File: src/rtl/ahbl_cmd_master.sv
// ahbl_cmd_master: AHB-Lite single-master initiator fed from a valid/ready
// command port. Each command becomes one NONSEQ transfer; address and data
// phases are pipelined in two stages (A = address phase, D = data phase).
// Optional feature macro: AHBL_MASTER_STATS_EN adds stat_xfers/stat_waits.
module ahbl_cmd_master #(
  parameter int ADDR_W = 32,
  parameter int DATA_W = 32
) (
  input  logic              HCLK,
  input  logic              HRESETn,
  input  logic              cmd_valid,
  output logic              cmd_ready,
  input  logic              cmd_write,
  input  logic [ADDR_W-1:0] cmd_addr,
  input  logic [2:0]        cmd_size,
  input  logic [DATA_W-1:0] cmd_wdata,
  output logic [ADDR_W-1:0] HADDR,
  output logic [1:0]        HTRANS,
  output logic [2:0]        HSIZE,
  output logic              HWRITE,
  output logic [DATA_W-1:0] HWDATA,
  input  logic              HREADY,
  input  logic [DATA_W-1:0] HRDATA,
  output logic              rsp_valid,
  output logic              rsp_write,
  output logic [DATA_W-1:0] rsp_rdata
`ifdef AHBL_MASTER_STATS_EN
  ,
  output logic [31:0]       stat_xfers,
  output logic [31:0]       stat_waits
`endif
);

  typedef enum logic [1:0] {
    TR_IDLE   = 2'b00,
    TR_NONSEQ = 2'b10
  } htrans_e;

  // A stage: the bus address-phase registers double as the A fields
  htrans_e           htrans_q, htrans_d;
  logic [ADDR_W-1:0] haddr_q, haddr_d;
  logic [2:0]        hsize_q, hsize_d;
  logic              hwrite_q, hwrite_d;
  logic [DATA_W-1:0] a_wdata_q, a_wdata_d;
  // D stage
  logic              d_valid_q, d_valid_d;
  logic              d_write_q, d_write_d;
  logic [DATA_W-1:0] hwdata_q, hwdata_d;
  // response
  logic              rsp_valid_q, rsp_valid_d;
  logic              rsp_write_q, rsp_write_d;
  logic [DATA_W-1:0] rsp_rdata_q, rsp_rdata_d;

  logic       a_valid;
  logic       accept;
  logic [2:0] size_clamped;

  assign a_valid      = (htrans_q == TR_NONSEQ);
  assign cmd_ready    = !a_valid || HREADY;
  assign accept       = cmd_valid && cmd_ready;
  assign size_clamped = (cmd_size > 3'd2) ? 3'b010 : cmd_size;

  assign HTRANS    = htrans_q;
  assign HADDR     = haddr_q;
  assign HSIZE     = hsize_q;
  assign HWRITE    = hwrite_q;
  assign HWDATA    = hwdata_q;
  assign rsp_valid = rsp_valid_q;
  assign rsp_write = rsp_write_q;
  assign rsp_rdata = rsp_rdata_q;

  // Next-state for both pipeline stages and the response; HREADY low freezes A and D
  always_comb begin
    htrans_d    = htrans_q;
    haddr_d     = haddr_q;
    hsize_d     = hsize_q;
    hwrite_d    = hwrite_q;
    a_wdata_d   = a_wdata_q;
    d_valid_d   = d_valid_q;
    d_write_d   = d_write_q;
    hwdata_d    = hwdata_q;
    rsp_valid_d = 1'b0;
    rsp_write_d = rsp_write_q;
    rsp_rdata_d = rsp_rdata_q;

    if (HREADY) begin
      d_valid_d = a_valid;
      d_write_d = hwrite_q;
      if (a_valid && hwrite_q) begin
        hwdata_d = a_wdata_q;
      end
      if (d_valid_q) begin
        rsp_valid_d = 1'b1;
        rsp_write_d = d_write_q;
        rsp_rdata_d = d_write_q ? '0 : HRDATA;
      end
    end

    // accept overrides A completion so back-to-back commands leave no IDLE gap
    if (accept) begin
      htrans_d  = TR_NONSEQ;
      haddr_d   = cmd_addr;
      hsize_d   = size_clamped;
      hwrite_d  = cmd_write;
      a_wdata_d = cmd_wdata;
    end else if (a_valid && HREADY) begin
      htrans_d = TR_IDLE;
    end
  end

  // Pipeline and response registers; reset drops both stages at once
  always_ff @(posedge HCLK or negedge HRESETn) begin
    if (!HRESETn) begin
      htrans_q    <= TR_IDLE;
      haddr_q     <= '0;
      hsize_q     <= 3'b010;
      hwrite_q    <= 1'b0;
      a_wdata_q   <= '0;
      d_valid_q   <= 1'b0;
      d_write_q   <= 1'b0;
      hwdata_q    <= '0;
      rsp_valid_q <= 1'b0;
      rsp_write_q <= 1'b0;
      rsp_rdata_q <= '0;
    end else begin
      htrans_q    <= htrans_d;
      haddr_q     <= haddr_d;
      hsize_q     <= hsize_d;
      hwrite_q    <= hwrite_d;
      a_wdata_q   <= a_wdata_d;
      d_valid_q   <= d_valid_d;
      d_write_q   <= d_write_d;
      hwdata_q    <= hwdata_d;
      rsp_valid_q <= rsp_valid_d;
      rsp_write_q <= rsp_write_d;
      rsp_rdata_q <= rsp_rdata_d;
    end
  end

`ifdef AHBL_MASTER_STATS_EN
  logic [31:0] stat_xfers_q, stat_waits_q;

  assign stat_xfers = stat_xfers_q;
  assign stat_waits = stat_waits_q;

  // Completed transfers and data-phase wait cycles, free-running with wrap
  always_ff @(posedge HCLK or negedge HRESETn) begin
    if (!HRESETn) begin
      stat_xfers_q <= '0;
      stat_waits_q <= '0;
    end else begin
      if (d_valid_q && HREADY) begin
        stat_xfers_q <= stat_xfers_q + 32'd1;
      end
      if (d_valid_q && !HREADY) begin
        stat_waits_q <= stat_waits_q + 32'd1;
      end
    end
  end
`endif

endmodule

File: config.mk
export PLATFORM = sky130hd
export DESIGN_NAME = ahbl_cmd_master
export DESIGN_NICKNAME = d
export VERILOG_FILES = /design/src/rtl/ahbl_cmd_master.sv
export SDC_FILE = /design/constraint.sdc
export NUM_CORES = 1
export LEC_CHECK = 0
export CORE_UTILIZATION = 39
export CTS_CLUSTER_SIZE = 14
export DETAILED_ROUTE_END_ITERATION = 10
export PLACE_DENSITY = 0.76
export SETUP_SLACK_MARGIN = 0.2
export SLEW_MARGIN = 20
export SYNTH_ARGS = -nofsm -noshare
export SYNTH_HDL_FRONTEND = slang
export SYNTH_SLANG_ARGS = --single-unit
File: constraint.sdc
create_clock -name HCLK -period 1.25 [get_ports HCLK]
set_input_delay 0.25 -clock HCLK [delete_from_list [all_inputs] [get_ports HCLK]]
set_output_delay 0.25 -clock HCLK [all_outputs]
set_load 0.05 [all_outputs]
==> flow_summary.json, run 1 <==
{
  "stdcell_area_um2": 9840,
  "grt_pass1_vias": 4232,
  "gp_congestion": 0.754,
  "hp-class": "in2async",
  "die-height_um": 119,
  "swShare": 0.336,
  "synth_edf_count": 0,
  "worst_setup_path_start_kind": "flip-flop",
  "grtUsageTotal": 0.211,
  "globalRouteOverflowTotal": 0,
  "pwr-share-comb": 0.419,
  "fmax_ghz": 0.697,
  "die_w_um": 119,
  "reg2regPathDepth": 4,
  "clk_pin_slew_worst_paths_ps": 50,
  "dieArea_um2": 14200,
  "seq_area_um2": 3430,
  "yosys_warnings": 0,
  "grt_max_degree": 32,
  "core.rowCount": 42,
  "violations": "negative setup slack",
  "slew_viol_final": 0,
  "clock_latency_ps": 420,
  "rsz0062_at_grt": "true",
  "cellPowerDensity_nw_per_um2": 2010,
  "drcViolationCount": 0,
  "post-route-period-util": 1.15,
  "synthArstFlopShare": 1.00,
  "drv_cap": 0,
  "final_cell_mix": "dfrtp_1 (134), buf_12 (112), clkdlybuf4s50_1 (101)",
  "peakVddDrop_v": 0.00124,
  "setup_ws_ps": -184,
  "dp_hpwl_um": 10200,
  "fillCellCount": 803,
  "crit_type": "reg2out",
  "fin_crit_ps": 1430,
  "drtIter0Drc": 82,
  "reg2reg_from": "HTRANS[1]",
  "finClkSkew_ps": 4.00,
  "via_per_inst": 4.73,
  "ys.flop_type": "dfrtp_1",
  "critPathRequiredTime_ps": 1000,
  "crit_arrival_ps": 1180,
  "tritoncts": "done",
  "cts_buffers": 17,
  "place_area_um2": 8860,
  "clockBufferDepth": 2,
  "ys_types": 21,
  "wl_um": 14300,
  "portBuffers": 207,
  "regToRegEndpoint": "HWDATA[13]",
  "p_int_mw": 13.1,
  "syn_inst": 369,
  "p_leak_nw": 4.44,
  "post_drt_wl_per_cell_um": 17.6,
  "drtPass1Iterations": 4,
  "fin_util": 0.740,
  "nets": 732,
  "p_switching_mw": 6.65,
  "cts_htree_levels": 4,
  "critPathTopFamily": "flip-flops",
  "worst_path_largest_cell_delay_ps": 430,
  "synth_area_um2": 5350,
  "ant_nets": 0,
  "synth_nets": 473,
  "vias": 3854,
  "crit_path_end_kind": "output port",
  "layout-drive-gt1-share": 0.460,
  "io_pins": 209,
  "total_power_mw": 19.8,
  "root_buffer": "clkbuf_16",
  "p_clk_frac": 0.262,
  "cp_num_buf_inv": 2,
  "p_seq_frac": 0.319,
  "setup_violations": 102,
  "cp_slowest_cell": "dfrtp_2",
  "crit_chain": "nand2b_4 -> buf_6 -> buf_12",
  "seq_area_frac_synth": 0.641,
  "status": "finished with violations",
  "multi_input_area_um2": 1820,
  "synthToLayoutAreaGrowth_pct": 83.8,
  "ys_seq_elements": 137,
  "start_util": 0.403,
  "cts_sinks": 137,
  "antenna_found_initial": 0,
  "r2r_setup_slack_ps": -180,
  "core_area_um2": 13300,
  "worstPathMaxFanout": 2,
  "synth_area_per_cell_um2": 14.5,
  "layout_commonest_cell": "dfrtp_1",
  "antenna_cells": 0,
  "grt_first_pass_wirelength_um": 22400,
  "hold_viol": 0
}
[metrics by stage]
step | hold slack (ps) | std cells | worst slack [ps] | TNS [ps]
after global placement | 159 | 755 | -441 | -44280
after detailed placement | 163 | 755 | -480 | -47360
final | 294 | 815 | -184 | -8970
after floorplan | -45.6 | 369 | -132 | -10150
after CTS | 282 | 803 | -200 | -9210
after global routing | 302 | 815 | -213 | -13800
[logic make-up (layout without fill, tap and decap cells)]
kind of cell,Yosys count,count (layout),share of synthesized area
simple gates,72,72,0.0689
compound gates,34,34,0.0320
flops,137,137,0.641
other cells,1,1,0.000700
buf+inv,24,294,0.0259
mux,101,101,0.232
[how the worst max path moves through the flow]
stage,endpoint,startpoint,cells after the start
finish,cmd_ready,HTRANS[1],3
global route,cmd_ready,HTRANS[1],3
CTS,cmd_ready,HTRANS[1],3
detailed placement,HADDR[8],HREADY,5
global placement,HADDR[13],HREADY,5
floorplan,a_wdata_q[11],HTRANS[1],5
[cell type report]
class / instances / share of cell area
clock buffer: 22 / 0.0472
inverter: 2 / 0.000763
sequential: 137 / 0.349
clock inverter: 8 / 0.0148
tap: 176 / 0.0224
timing repair buffer: 262 / 0.381
multi-input combinational: 208 / 0.185
[power groups by stage]
stage	Sequential, mW	Clock, mW	Combinational (mW)
floorplan	8.58	0	1.22
global placement	6.32	0	7.88
detailed placement	6.39	0	8.01
CTS	6.32	5.29	8.23
global route	6.42	5.48	8.58
finish	6.31	5.18	8.30
[flip-flops by register name, summed over array words and instances (netlist names)]
| signal | cells |
|---|---|
| HTRANS | 1 |
| HSIZE | 3 |
| HADDR | 32 |
| HWRITE | 1 |
| d_write_q | 1 |
| rsp_write | 1 |
| rsp_valid | 1 |
| HWDATA | 32 |
| rsp_rdata | 32 |
| d_valid_q | 1 |
| a_wdata_q | 32 |
[cell usage after synthesis (2+ instances only)]
cell      instances  share of area
dfrtp_1         136           0.64
mux2_2           72           0.15
nand2_1          34          0.024
nand2b_1         33          0.039
o21ai_0          32          0.030
mux2_4           28          0.079
buf_2             9         0.0084
clkbuf_1          7         0.0049
buf_6             4         0.0084
buf_4             2         0.0028
inv_1             2         0.0014
[repair_timing]
action / 4_1_cts / 5_1_grt
gates resized for setup: 8 / 7
setup endpoints to repair: 206 / 231
gates cloned: 3 / 2
hold buffers: 1 / 0
endpoints found under the hold margin: 23 / 0
buffers inserted: 14 / 10
pin swaps: 0 / 1
[worst register-to-register path, cell delays in order (launching register included)]
cell	delay [ps]
dfrtp_2	430
buf_4	170
nand3_4	180
clkbuf_16	200
mux2_2	330
[metal layers]
layer / vias to the layer above / GRT usage / wire length, µm
met3: 29 / 0.0742 / 987
met4: 0 / 0.0973 / 369
li1: 1767 / - / -
met2: 164 / 0.368 / 7510
met5: - / 0 / 0
met1: 1894 / 0.229 / 5480
Power figures use the tool's default switching activity.
==> inputs of run 2 (changes only) <==
--- a/config.mk
+++ b/config.mk
@@ -5,6 +5,7 @@
 export SDC_FILE = /design/constraint.sdc
 export NUM_CORES = 1
 export LEC_CHECK = 0
+export CAP_MARGIN = 20
 export CORE_UTILIZATION = 39
 export CTS_CLUSTER_SIZE = 14
 export DETAILED_ROUTE_END_ITERATION = 10
==> results of run 2 <==
The final DEF is identical to that of run 1; final timing and power are the same.
